[src/rtl/serial_io_marine_radar.sv]
// serial_io_marine_radar
// Host-side front end of the settings bus. Decodes the FX2 3-wire serial port
// (SEN/SCLK/SDI/SDO), oversampled in master_clk, into serial_addr/serial_data/
// serial_strobe for the setting registers, and serves 32-bit readback on SDO.
//
// Frame: SEN low, 40 SCLK rising edges: R/W (1=read), 7 address bits MSB first,
// 32 data bits MSB first. The host samples SDO on SCLK rising.
//
// Optional feature: define SERIAL_IO_TIMEOUT_EN to abort a frame after
// TIMEOUT_CYCLES master_clk cycles without any SCLK edge while SEN is low.
//
// state   | meaning
// --------+---------------------------------------------------------------
// S_IDLE  | no frame in progress, waiting for a SEN falling edge
// S_ADDR  | collecting the R/W bit and the 7 address bits
// S_WDATA | write frame, collecting the 32 data bits
// S_RDATA | read frame, readback data being shifted out on sdo
// S_ABORT | frame abandoned after a timeout, waiting for SEN to rise

module serial_io_marine_radar #(
  parameter int SYNC_STAGES    = 2,
  parameter int TIMEOUT_CYCLES = 4096
) (
  input  logic        master_clk,
  input  logic        reset_n,
  input  logic        sen_n,
  input  logic        sclk,
  input  logic        sdi,
  output logic        sdo,
  output logic        sdo_oe,
  output logic [6:0]  serial_addr,
  output logic [31:0] serial_data,
  output logic        serial_strobe,
  output logic [6:0]  readback_addr,
  output logic        readback_req,
  input  logic [31:0] readback_data,
  output logic        xfer_error
);

  typedef enum logic [2:0] {
    S_IDLE  = 3'd0,
    S_ADDR  = 3'd1,
    S_WDATA = 3'd2,
    S_RDATA = 3'd3,
    S_ABORT = 3'd4
  } state_t;

  localparam logic [5:0] CNT_ADDR_LAST = 6'd7;
  localparam logic [5:0] CNT_DATA_LAST = 6'd39;
  localparam logic [5:0] CNT_FRAME     = 6'd40;
  localparam logic [5:0] CNT_SAT       = 6'd41;

  // Parameter sanity checks at elaboration
  if (SYNC_STAGES < 2) begin : g_bad_sync
    $error("serial_io_marine_radar: SYNC_STAGES must be at least 2");
  end
  if (TIMEOUT_CYCLES < 2) begin : g_bad_timeout
    $error("serial_io_marine_radar: TIMEOUT_CYCLES must be at least 2");
  end

  // Synchronizer chains and edge-detect flops
  logic [SYNC_STAGES-1:0] sen_sync_q;
  logic [SYNC_STAGES-1:0] sclk_sync_q;
  logic [SYNC_STAGES-1:0] sdi_sync_q;
  logic                   sen_last_q;
  logic                   sclk_last_q;

  logic sen_s;
  logic sclk_s;
  logic sdi_s;
  logic sen_fall;
  logic sen_rise;
  logic sclk_rise;
  logic sclk_fall;

  // FSM and frame capture
  state_t      state_q, state_d;
  logic [5:0]  cnt_q, cnt_d;
  logic        rw_q, rw_d;
  logic [6:0]  addr_q, addr_d;
  logic [31:0] data_q, data_d;
  logic        commit_q, commit_d;
  logic        err_pend_q, err_pend_d;
  logic        active;
  logic        bit_take;
  logic        go_rd;
  logic        tmo_hit;

  // Committed outputs
  logic [6:0]  serial_addr_q;
  logic [31:0] serial_data_q;
  logic        serial_strobe_q;
  logic        xfer_error_q;

  // Readback path
  logic [6:0]  readback_addr_q, readback_addr_d;
  logic        readback_req_q;
  logic        ld_q;
  logic [31:0] shreg_q, shreg_d;
  logic        skip_q, skip_d;
  logic        oe_q, oe_d;

  assign sen_s     = sen_sync_q[SYNC_STAGES-1];
  assign sclk_s    = sclk_sync_q[SYNC_STAGES-1];
  assign sdi_s     = sdi_sync_q[SYNC_STAGES-1];
  assign sen_fall  = !sen_s && sen_last_q;
  assign sen_rise  = sen_s && !sen_last_q;
  assign sclk_rise = sclk_s && !sclk_last_q;
  assign sclk_fall = !sclk_s && sclk_last_q;

  assign active   = (state_q == S_ADDR) || (state_q == S_WDATA) || (state_q == S_RDATA);
  assign bit_take = active && !sen_s && sclk_rise;
  assign go_rd    = (state_q == S_ADDR) && (state_d == S_RDATA);

  // Synchronize the pins; left unreset so that a SEN already low at reset
  // release does not look like a new falling edge (the frame is dropped instead)
  always_ff @(posedge master_clk) begin
    sen_sync_q  <= {sen_sync_q[SYNC_STAGES-2:0], sen_n};
    sclk_sync_q <= {sclk_sync_q[SYNC_STAGES-2:0], sclk};
    sdi_sync_q  <= {sdi_sync_q[SYNC_STAGES-2:0], sdi};
    sen_last_q  <= sen_s;
    sclk_last_q <= sclk_s;
  end

`ifdef SERIAL_IO_TIMEOUT_EN
  localparam int TW = (TIMEOUT_CYCLES > 2) ? $clog2(TIMEOUT_CYCLES) : 1;
  localparam logic [TW-1:0] TMO_MAX = TW'(TIMEOUT_CYCLES - 1);

  logic [TW-1:0] tmo_q;

  // Inactivity timer: runs only inside a frame, restarts on every SCLK edge
  always_ff @(posedge master_clk) begin
    if (!reset_n || sen_fall || sclk_rise || sclk_fall || !active || sen_s) begin
      tmo_q <= '0;
    end else if (tmo_q != TMO_MAX) begin
      tmo_q <= tmo_q + 1'b1;
    end
  end

  assign tmo_hit = active && !sen_s && !sclk_rise && !sclk_fall && (tmo_q == TMO_MAX);
`else
  assign tmo_hit = 1'b0;
`endif

  // Next state plus the commit/error decision taken on the SEN rising edge
  always_comb begin
    state_d    = state_q;
    commit_d   = 1'b0;
    err_pend_d = 1'b0;
    if (sen_fall) begin
      state_d = S_ADDR;
    end else if (sen_rise) begin
      state_d = S_IDLE;
      if (state_q == S_WDATA && cnt_q == CNT_FRAME) begin
        commit_d = 1'b1;
      end else if (active && cnt_q != 6'd0 &&
                   !(state_q == S_RDATA && cnt_q == CNT_FRAME)) begin
        err_pend_d = 1'b1;
      end
    end else if (tmo_hit) begin
      state_d    = S_ABORT;
      err_pend_d = 1'b1;
    end else if (state_q == S_ADDR && bit_take && cnt_q == CNT_ADDR_LAST) begin
      state_d = rw_q ? S_RDATA : S_WDATA;
    end
  end

  // Bit counter and frame capture (R/W, address, write data)
  always_comb begin
    cnt_d  = cnt_q;
    rw_d   = rw_q;
    addr_d = addr_q;
    data_d = data_q;
    if (sen_fall) begin
      cnt_d = 6'd0;
    end else if (bit_take) begin
      if (cnt_q != CNT_SAT) begin
        cnt_d = cnt_q + 6'd1;
      end
      if (cnt_q == 6'd0) begin
        rw_d = sdi_s;
      end else if (cnt_q <= CNT_ADDR_LAST) begin
        addr_d = {addr_q[5:0], sdi_s};
      end else if (cnt_q <= CNT_DATA_LAST) begin
        data_d = {data_q[30:0], sdi_s};
      end
    end
  end

  // Readback shifter: load two cycles after the request, skip the first SCLK
  // fall after the address, then shift left once per fall
  always_comb begin
    readback_addr_d = readback_addr_q;
    shreg_d         = shreg_q;
    skip_d          = skip_q;
    oe_d            = 1'b0;
    if (go_rd) begin
      readback_addr_d = {addr_q[5:0], sdi_s};
      skip_d          = 1'b1;
    end
    if (state_q == S_RDATA && state_d == S_RDATA) begin
      oe_d = oe_q || ld_q;
      if (ld_q) begin
        shreg_d = readback_data;
      end else if (sclk_fall) begin
        if (skip_q) begin
          skip_d = 1'b0;
        end else begin
          shreg_d = {shreg_q[30:0], 1'b0};
        end
      end
      if (ld_q && sclk_fall && skip_q) begin
        skip_d = 1'b0;
      end
    end
  end

  // State, frame and readback registers
  always_ff @(posedge master_clk) begin
    if (!reset_n) begin
      state_q         <= S_IDLE;
      cnt_q           <= 6'd0;
      rw_q            <= 1'b0;
      addr_q          <= 7'd0;
      data_q          <= 32'd0;
      commit_q        <= 1'b0;
      err_pend_q      <= 1'b0;
      readback_addr_q <= 7'd0;
      readback_req_q  <= 1'b0;
      ld_q            <= 1'b0;
      shreg_q         <= 32'd0;
      skip_q          <= 1'b0;
      oe_q            <= 1'b0;
    end else begin
      state_q         <= state_d;
      cnt_q           <= cnt_d;
      rw_q            <= rw_d;
      addr_q          <= addr_d;
      data_q          <= data_d;
      commit_q        <= commit_d;
      err_pend_q      <= err_pend_d;
      readback_addr_q <= readback_addr_d;
      readback_req_q  <= go_rd;
      ld_q            <= readback_req_q;
      shreg_q         <= shreg_d;
      skip_q          <= skip_d;
      oe_q            <= oe_d;
    end
  end

  // Write commit one cycle after the decision; outputs hold until the next write
  always_ff @(posedge master_clk) begin
    if (!reset_n) begin
      serial_addr_q   <= 7'd0;
      serial_data_q   <= 32'd0;
      serial_strobe_q <= 1'b0;
      xfer_error_q    <= 1'b0;
    end else begin
      serial_strobe_q <= commit_q;
      xfer_error_q    <= err_pend_q;
      if (commit_q) begin
        serial_addr_q <= addr_q;
        serial_data_q <= data_q;
      end
    end
  end

  assign serial_addr   = serial_addr_q;
  assign serial_data   = serial_data_q;
  assign serial_strobe = serial_strobe_q;
  assign xfer_error    = xfer_error_q;
  assign readback_addr = readback_addr_q;
  assign readback_req  = readback_req_q;
  assign sdo_oe        = oe_q && !sen_rise;
  assign sdo           = sdo_oe && shreg_q[31];

endmodule

[config.mk]
export PLATFORM = sky130hd
export DESIGN_NAME = serial_io_marine_radar
export DESIGN_NICKNAME = d
export VERILOG_FILES = /design/src/rtl/serial_io_marine_radar.sv
export SDC_FILE = /design/constraint.sdc
export NUM_CORES = 1
export LEC_CHECK = 0
export CORE_AREA = 2 2 112 114
export CTS_CLUSTER_DIAMETER = 150
export DETAILED_ROUTE_END_ITERATION = 16
export DIE_AREA = 0 0 114 116
export HOLD_SLACK_MARGIN = 0.15
export PLACE_DENSITY_LB_ADDON = 0.3
export SLEW_MARGIN = 10
export SYNTH_ARGS = -nofsm -noshare
export SYNTH_HDL_FRONTEND = slang
export SYNTH_SLANG_ARGS = --single-unit
[constraint.sdc]
create_clock -name master_clk -period 1.88 [get_ports master_clk]
set_input_delay 0.564 -clock master_clk [delete_from_list [all_inputs] [get_ports master_clk]]
set_output_delay 0.564 -clock master_clk [all_outputs]
set_load 0.02 [all_outputs]
==> impl_metrics.env, run 1 <==
export IMPL_yosys_register_bits=143
export IMPL_status="finished clean"
export IMPL_netlist_area_sq_mm=0.00563
export IMPL_most_common_layout_cells="139 x dfxtp_1, 109 x mux2i_1, 82 x nand2_1, 49 x dlygate4sd2_1, 42 x nor2b_1"
export IMPL_endpoint_required_time_on_the_critical_path_ps=1320
export IMPL_cellPowerDensity_mw_per_mm2=913
export IMPL_rows=40
export IMPL_clk_latency_ps=410
export IMPL_async_flop_share_pct=0
export IMPL_ir_worst_vdd_v=0.000540
export IMPL_hold_violations=0
export IMPL_die_h_um=116
export IMPL_synthesis_instances=536
export IMPL_largest_net_degree_at_the_start_of_global_routing=47
export IMPL_routabilityCongestion=0.832
export IMPL_synth_top_cell_by_area="dfxtp_1"
export IMPL_worst_pin_slew_ps=489
export IMPL_timing_final_crit_share_pct=98.8
export IMPL_post_synth_edffs=0
export IMPL_cp_slowest_stage_delay_ps=330
export IMPL_cts_htree_levels=4
export IMPL_core_area_sq_mm=0.0119
export IMPL_cell_internal_pwr_uw=5420
export IMPL_first_global_vias=4035
export IMPL_chip_width_um=114
export IMPL_fmax_mhz=538
export IMPL_netlist_cell_type_count=46
export IMPL_n_fill_cell=996
export IMPL_drt_antenna_violating_nets=0
export IMPL_timing_final_max_slew_violations=0
export IMPL_areaGrowthSynthToFinish_pct=30.7
export IMPL_synth_largest_type_area_fraction_pct=50.8
export IMPL_yosysSeqAreaShare_pct=50.8
export IMPL_postRouteWirelength_um=11200
export IMPL_clockRootBuffer="clkbuf_16"
export IMPL_critical_path_startpoint_type="flip-flop"
export IMPL_total_negative_slack_for_setup_checks_ps=0
export IMPL_crit_chain="or2b_1 -> and3_4 -> buf_6"
export IMPL_number_of_clock_buffers_inserted_by_tritoncts=17
export IMPL_nets=666
export IMPL_postCtsHoldBufs=0
export IMPL_net_switching_power_uw=1300
export IMPL_layout_cells_non_filler=786
export IMPL_finalPower_uw=6720
export IMPL_timing_hold_worst_start="sen_sync_q[0]"
export IMPL_total_routing_usage_gr_pct=17.8
export IMPL_detailedRoute_firstIterationViolations=215
export IMPL_synthFlopType="dfxtp_1"
export IMPL_arrival_ps=1290
export IMPL_max_transition_margin_pct=66.6
export IMPL_cp_end_kind="output port"
export IMPL_post_route_skew_ps=6.15
export IMPL_yosysWarningCount=0
export IMPL_dp_cells=752
export IMPL_timing_critical_path_fanout_max=4
export IMPL_power_share_clock_pct=51.8
export IMPL_timing_final_crit_period_ps=1860
export IMPL_sequential_share_of_power_pct=45.4
export IMPL_drt_pass1_iter_count=5
export IMPL_antenna_found_initial=0
export IMPL_placement_io_buffers=87
export IMPL_timing_reg2reg_setup_slack_ps=20
export IMPL_cts_sinks=143
export IMPL_r2r_start="sclk_sync_q[1]"
export IMPL_hold_path_class="reg2reg"
export IMPL_slowest_stage="dfxtp_2"
export IMPL_clk_pin_slew_worst_paths_ps=60
export IMPL_num_vias=4111
export IMPL_p_comb_share_pct=2.8
export IMPL_die_area_sq_mm=0.0132
export IMPL_final_common_cell="dfxtp_1"
export IMPL_tritoncts="done"
export IMPL_detail_route_drc_violations=0
export IMPL_yosys_top_cells_area="dfxtp_1 51%, mux2i_1 19%, o211a_1 5.5%, nand2_1 5.5%, nor2b_1 4.7%"
export IMPL_setup_violations=0
export IMPL_vias_per_cell=5.23
export IMPL_layout_area_seq_sq_mm=0.00287
export IMPL_multiInputGateArea_sq_mm=0.00265
export IMPL_antenna_diode_count=0
export IMPL_post_drt_wl_per_cell_um=14.2
export IMPL_total_leakage_power_uw=0.00306
export IMPL_grt_pass1_wl_um=18800
export IMPL_grt_remaining_overflow=0
export IMPL_power_share_switching_pct=19.3
export IMPL_syn_area_per_cell_sq_um=10.5
export IMPL_floorplan_initialDensity_pct=47.3
export IMPL_ctsLongestPathBuffers=2
export IMPL_critPathLaunch="sen_sync_q[1]"
export IMPL_grt_setup_unrepaired="yes"
export IMPL_critPathKind="reg2out"
export IMPL_hpwlAfterDp_um=7450
export IMPL_io_pins=88
export IMPL_max_cap_violations=0
export IMPL_synthesis_nets=576
export IMPL_fraction_of_final_layout_cells_with_drive_strength_greater_than_1_pct=11.3
[metrics by stage]
stage          utilization [%]  setup WS, ps  hold WS (ps)  instance area (sq um)
2_1_floorplan                -          14.3           310                   5630
3_3_place_gp              56.7          10.4           312                   6750
3_5_place_dp              56.7         -23.4           314                   6750
4_1_cts                   61.5         -65.2           329                   7330
5_1_grt                   61.8         -52.2           335                   7360
6_report                  61.8          22.6           326                   7360
[worst paths after layout]
| check | to | cells after the start |
|---|---|---|
| max | sdo | 3 |
| min reg2reg | sen_sync_q[1] | 0 |
| max reg2reg | readback_addr[5] | 4 |
| min | sen_sync_q[1] | 0 |
[worst max-delay path, delay by kind of cell, from the launching register on]
family,cells,cell delay [ps]
and+or+nand+nor,2,420
DFF,1,330
buffers and inverters,1,120
[area by class of cell]
cell class / count / share of cell area [%]
Sequential cell: 143 / 39.0
Clock inverter: 12 / 2.24
Timing Repair Buffer: 107 / 13.9
Clock buffer: 20 / 6.20
Multi-Input combinational cell: 353 / 36.0
Inverter: 4 / 0.204
Tap cell: 147 / 2.50
[sequential cells by signal, summed over array words and instances (netlist names), 2 cells and up]
name / cells
addr_q: 7
sdi_sync_q: 2
sen_sync_q: 2
serial_data: 32
shreg_q: 32
serial_addr: 7
state_q: 3
cnt_q: 6
sclk_sync_q: 2
data_q: 32
readback_addr: 7
[what timing repair did]
item	in CTS	in global routing
gates cloned	1	0
pin swaps	2	3
buffers inserted	0	1
setup endpoints to repair	61	19
resized for setup	64	6
endpoints found under the hold margin	0	0
[power groups by stage]
stage | combinational (uW) | clock [uW] | sequential, uW
4_1_cts | 186 | 3560 | 3050
2_1_floorplan | 76.3 | 0 | 3110
3_3_place_gp | 181 | 0 | 3110
5_1_grt | 201 | 3700 | 3050
3_5_place_dp | 185 | 0 | 3120
6_report | 187 | 3480 | 3050
[per-layer routing]
metal | vias to the layer above | wire, um | track usage (%)
li1 | 2046 | - | -
met4 | 0 | 248 | 8.21
met3 | 19 | 466 | 4.65
met1 | 1962 | 4990 | 21.1
met5 | - | 0 | 0
met2 | 84 | 5470 | 30.4
[synth_stat cells, types with 2 or more instances]
cell type	number
nor2_1	8
o211ai_1	2
or4_1	2
nand3_1	14
and3_1	2
nor2b_1	42
and2_1	6
nand2b_1	2
buf_1	7
a21boi_1	2
nand2_1	82
inv_1	4
xnor2_1	5
a21boi_0	7
a2111oi_0	2
buf_2	3
ha_1	3
dfxtp_1	143
o21ai_0	10
o211a_1	31
clkbuf_1	26
mux2i_1	109
[logic make-up (layout without fill, tap and decap cells)]
kind of cell / after synthesis / in the layout / share of synthesized area (%)
flip-flops: 143 / 143 / 50.8
AO/OA/AOI/OAI: 62 / 62 / 9.57
multiplexers: 109 / 109 / 19.4
AND/OR/NAND/NOR: 173 / 174 / 15.9
adder cells (fa/ha/maj): 3 / 3 / 0.666
buffers and inverters: 41 / 143 / 2.93
XOR/XNOR: 5 / 5 / 0.777
No activity file was read; power rests on OpenSTA's default activity.
==> run 2: changes to the inputs <==
CORE_AREA = 2 2 122 124   (was 2 2 112 114)
DIE_AREA = 0 0 124 126   (was 0 0 114 116)
==> run 2 against run 1 <==
  * Wire length fell by 0.30%
  * Sequential power is essentially flat
  * Setup slack worse by 8.7 ps
  * Combinational power is essentially flat
  * Fmax decreased by 0.46%
  * Critical path depth is the same
==> impl_metrics.env, run 2 (synthesis results as in run 1) <==
export IMPL_timing_final_crit_period_ps=1870
export IMPL_drt_antenna_violating_nets=0
export IMPL_cts_htree_levels=4
export IMPL_timing_final_max_slew_violations=0
export IMPL_number_of_clock_buffers_inserted_by_tritoncts=17
export IMPL_antenna_found_initial=0
export IMPL_timing_final_crit_share_pct=99.3
export IMPL_detailedRoute_firstIterationViolations=215
export IMPL_post_drt_wl_per_cell_um=13.5
export IMPL_first_global_vias=3882
export IMPL_ctsLongestPathBuffers=2
export IMPL_most_common_layout_cells="140 x dfxtp_1, 109 x mux2i_1, 82 x nand2_1, 49 x dlygate4sd2_1, 42 x nor2b_1"
export IMPL_setup_violations=0
export IMPL_clk_latency_ps=420
export IMPL_max_transition_margin_pct=62.9
export IMPL_postRouteWirelength_um=11100
export IMPL_nets=668
export IMPL_placement_io_buffers=87
export IMPL_postCtsHoldBufs=0
export IMPL_arrival_ps=1300
export IMPL_grt_setup_unrepaired="yes"
export IMPL_rows=44
export IMPL_cellPowerDensity_mw_per_mm2=882
export IMPL_fraction_of_final_layout_cells_with_drive_strength_greater_than_1_pct=11.2
export IMPL_critical_path_startpoint_type="flip-flop"
export IMPL_timing_critical_path_fanout_max=4
export IMPL_areaGrowthSynthToFinish_pct=30.5
export IMPL_cp_end_kind="output port"
export IMPL_die_h_um=126
export IMPL_clockRootBuffer="clkbuf_16"
export IMPL_core_area_sq_mm=0.0143
export IMPL_hpwlAfterDp_um=7530
export IMPL_clk_pin_slew_worst_paths_ps=60
export IMPL_floorplan_initialDensity_pct=39.4
export IMPL_status="finished clean"
export IMPL_die_area_sq_mm=0.0156
export IMPL_hold_path_class="reg2reg"
export IMPL_tritoncts="done"
export IMPL_timing_hold_ws_ps=327
export IMPL_total_routing_usage_gr_pct=15.4
export IMPL_chip_width_um=124
export IMPL_hold_violations=0
export IMPL_largest_net_degree_at_the_start_of_global_routing=54
export IMPL_worst_pin_slew_ps=542
export IMPL_post_route_skew_ps=6.64
export IMPL_max_cap_violations=0
export IMPL_vias_per_cell=4.85
export IMPL_layout_cells_non_filler=825
export IMPL_ir_worst_vdd_v=0.000564
export IMPL_io_pins=88
export IMPL_cts_sinks=143
export IMPL_num_vias=4001
export IMPL_fmax_mhz=536
export IMPL_total_negative_slack_for_setup_checks_ps=0
export IMPL_dp_cells=790
export IMPL_detail_route_drc_violations=0
export IMPL_endpoint_required_time_on_the_critical_path_ps=1320
export IMPL_total_leakage_power_uw=0.00305
export IMPL_routabilityCongestion=0.785
export IMPL_grt_remaining_overflow=0
export IMPL_grt_pass1_wl_um=18800
export IMPL_antenna_diode_count=0
export IMPL_drt_pass1_iter_count=4
export IMPL_final_common_cell="dfxtp_1"
export IMPL_critPathKind="reg2out"
==> run 2: changes by cell type in the layout (fill, tap and decap cells not counted), sizes merged <==
cell | previous run | this run
bufinv | 4 | 2
clkinvlp | 2 | 3
clkbuf | 20 | 18
clkinv | 6 | 8
inv | 4 | 5
buf | 23 | 25
==> run 2: area by class of cell <==
class                   instances  area, sq um
repair buffers                109         1020
well taps                     184          230
fillers                      1301         6960
clock buffers                  18          439
flip-flops and latches        143         2870
clock inverters                14          143
inverters                       4         15.0
multi-input cells             353         2640
==> run 2: metal layers <==
metal / routed length [um] / GRT usage [%]
met5: 0 / 0
met4: 242 / 6.21
met3: 563 / 5.34
met2: 5140 / 23.6
met1: 5200 / 19.7
==> run 2: worst max-delay path, stage by stage, from the launching register on <==
cell and delay, ps:
dfxtp_2 340, or2b_1 260, and3_4 160, buf_6 120
==> run 2: stage by stage <==
| stage | util (%) | total power [uW] | setup slack [ps] | instance area, sq um |
|---|---|---|---|---|
| after floorplan | - | 3190 | 14.3 | 5630 |
| after global placement | 47.5 | 3300 | -4.61 | 6790 |
| after detailed placement | 47.5 | 3300 | -22.6 | 6790 |
| after CTS | 51.2 | 6570 | -73.9 | 7340 |
| after global routing | 51.4 | 6740 | -45.1 | 7350 |
| final | 51.4 | 6490 | 13.9 | 7350 |
==> run 2: report_power, final <==
part           switching (uW)  internal (uW)  total [uW]
Sequential               7.10           3040        3050
Combinational            80.5            108         189
Clock                    1270           1980        3250
Total                    1360           5130        6490
==> run 2: what timing repair did <==
action | CTS | global route
pin swaps | 2 | 2
buffers inserted | 1 | 1
endpoints found under the setup margin | 59 | 13
hold endpoints to repair | 0 | 0
gates resized for setup | 62 | 5
gates cloned | 1 | 0
==> run 2: path summary, 6_finish.rpt <==
kind	slack, ps	endpoint	start	cells after the start
setup / recovery	10	sdo	sen_sync_q[1]	3
hold / removal	330	sen_sync_q[1]	sen_sync_q[0]	0
setup reg to reg	50	readback_addr[6]	sen_sync_q[1]	4
hold reg to reg	330	sen_sync_q[1]	sen_sync_q[0]	0
==> run 3: changes to the inputs <==
CORE_AREA = 2 2 141 143   (was 2 2 122 124)
CTS_CLUSTER_DIAMETER = 200   (was 150)
DIE_AREA = 0 0 143 145   (was 0 0 124 126)
GPL_TIMING_DRIVEN = 0   (was unset)
==> run 3 against run 2 <==
  * The run now ends with setup timing left
  * Utilization fell by 12 points
  * Sequential power barely moved
  * Power rose by 2.2%
  * Final cell count rose by 12%
  * Non-clock buffer count rose by 19
  * Final area rose by 2.1%
  * Combinational power rose by 2%
  * Critical path depth rose by 1
  * First-iteration DRC count fell by 47%
  * Clock skew fell by 0.86 ps
  * Setup slack got worse by 100 ps
  * Critical path type is now reg2reg
  * Largest power group unchanged
==> impl_metrics.env, run 3 (synthesis results as in run 1) <==
export IMPL_max_transition_margin_pct=44.9
export IMPL_grt_setup_unrepaired="yes"
export IMPL_routabilityCongestion=0.790
export IMPL_sequential_share_of_power_pct=46.0
export IMPL_floorplan_initialDensity_pct=29.3
export IMPL_cts_sinks=143
export IMPL_num_vias=4170
export IMPL_number_of_clock_buffers_inserted_by_tritoncts=17
export IMPL_total_leakage_power_uw=0.00305
export IMPL_detail_route_drc_violations=0
export IMPL_cp_slowest_stage_delay_ps=570
export IMPL_critical_path_buf_inv_count=0
export IMPL_timing_final_max_slew_violations=0
export IMPL_grt_remaining_overflow=0
export IMPL_most_common_layout_cells="138 x dfxtp_1, 108 x mux2i_1, 82 x nand2_1, 49 x dlygate4sd2_1, 42 x nor2b_1"
export IMPL_die_h_um=145
export IMPL_worst_pin_slew_ps=825
export IMPL_io_pins=88
export IMPL_placement_io_buffers=86
export IMPL_largest_net_degree_at_the_start_of_global_routing=17
export IMPL_n_fill_cell=1902
export IMPL_setup_violations=10
export IMPL_hold_path_class="reg2reg"
export IMPL_drt_antenna_violating_nets=0
export IMPL_die_area_sq_mm=0.0207
export IMPL_finalPower_uw=6630
export IMPL_areaGrowthSynthToFinish_pct=33.3
export IMPL_critPathKind="reg2reg"
export IMPL_net_switching_power_uw=1400
export IMPL_violated_checks="setup timing"
export IMPL_antenna_diode_count=0
export IMPL_final_common_cell="dfxtp_1"
export IMPL_cp_end_kind="flip-flop"
export IMPL_finalWorstSetupSlack_ps=-87.5
export IMPL_clockRootBuffer="clkbuf_16"
export IMPL_max_cap_violations=0
export IMPL_fraction_of_final_layout_cells_with_drive_strength_greater_than_1_pct=12.1
export IMPL_p_comb_share_pct=2.9
export IMPL_post_route_skew_ps=5.78
export IMPL_detailedRoute_firstIterationViolations=114
export IMPL_core_area_sq_mm=0.0192
export IMPL_crit_chain="or4_4 -> or4_4 -> nor2_8 -> mux2i_2"
export IMPL_clk_latency_ps=410
export IMPL_clk_pin_slew_worst_paths_ps=60
export IMPL_postRouteWirelength_um=12700
export IMPL_nets=687
export IMPL_critical_path_startpoint_type="flip-flop"
export IMPL_postCtsHoldBufs=0
export IMPL_first_global_vias=4178
export IMPL_timing_final_crit_share_pct=105
export IMPL_vias_per_cell=4.51
export IMPL_status="finished with violations"
export IMPL_hold_violations=0
export IMPL_timing_final_crit_period_ps=1970
export IMPL_hpwlAfterDp_um=9060
export IMPL_cellPowerDensity_mw_per_mm2=883
export IMPL_chip_width_um=143
export IMPL_drt_pass1_iter_count=4
export IMPL_power_share_clock_pct=51.1
export IMPL_rows=51
export IMPL_slowest_stage="or4_4"
export IMPL_total_negative_slack_for_setup_checks_ps=-471
export IMPL_timing_critical_path_fanout_max=5
export IMPL_ctsLongestPathBuffers=2
export IMPL_crit_top_cell="or4_4"
export IMPL_layout_cells_non_filler=925
export IMPL_dp_worst_setup_slack_ps=-360
export IMPL_fmax_mhz=508
export IMPL_cp_top_family="simple AND/OR/NAND/NOR gates"
export IMPL_tritoncts="done"
export IMPL_post_drt_wl_per_cell_um=13.7
export IMPL_antenna_found_initial=0
export IMPL_postLayoutCoreUtil_pct=39.1
export IMPL_cell_internal_pwr_uw=5230
export IMPL_endpoint_required_time_on_the_critical_path_ps=2210
export IMPL_power_share_switching_pct=21.1
export IMPL_ir_worst_vdd_v=0.000646
export IMPL_total_routing_usage_gr_pct=12.4
export IMPL_grt_pass1_wl_um=20700
export IMPL_cts_htree_levels=4
export IMPL_dp_cells=887
export IMPL_arrival_ps=2300
[run 3: cell count changes in the layout (fill, tap and decap cells not counted), moves of 5 or more]
cell      change
clkbuf_2      +7
o21ai_0       -6
buf_4         -8
clkbuf_1     +19
buf_1         +5
[run 3: timing repair]
action	in CTS	in global routing
resized for setup	80	27
pin swaps	5	8
hold endpoints to repair	0	0
setup endpoints to repair	130	61
cloned	1	0
setup buffers	4	4
[run 3: final timing paths]
check                           depth (start not counted)     startpoint  slack (ps)               end
worst min register to register                          0  sen_sync_q[0]         330     sen_sync_q[1]
worst min-delay path                                    0  sen_sync_q[0]         330     sen_sync_q[1]
worst max register to register                          4       cnt_q[5]         -90  readback_addr[0]
worst max-delay path                                    4       cnt_q[5]         -90  readback_addr[0]
[run 3: cell type report]
class                           count  area, sq um  share of cell area (%)
Clock inverter                     14          168                    2.23
Buffer                             34          155                    2.07
Clock buffer                       18          429                    5.71
Inverter                            4         15.0                   0.200
Multi-Input combinational cell    353         2680                    35.6
Sequential cell                   143         2870                    38.3
Timing Repair Buffer               94          862                    11.5
Tap cell                          265          332                    4.41
[run 3: per-layer routing]
layer	track usage (%)	up-vias	wire length, um
met5	0	-	0
li1	-	2086	-
met2	20.4	88	6120
met4	4.11	0	172
met1	15.7	1980	5880
met3	3.40	16	512
[run 3: power by group through the flow]
| stage | registers, uW | clock network (uW) | logic (uW) |
|---|---|---|---|
| global route | 3050 | 3590 | 209 |
| detailed placement | 3120 | 0 | 183 |
| global placement | 3120 | 0 | 181 |
| finish | 3050 | 3390 | 193 |
| CTS | 3050 | 3470 | 189 |
| floorplan | 3110 | 0 | 76.3 |
[run 3: through the flow]
step / cell area [sq um] / hold slack [ps]
after floorplan: 5630 / 310
after global placement: 6830 / 317
after detailed placement: 6830 / 313
after CTS: 7440 / 325
after global routing: 7510 / 340
final: 7510 / 325
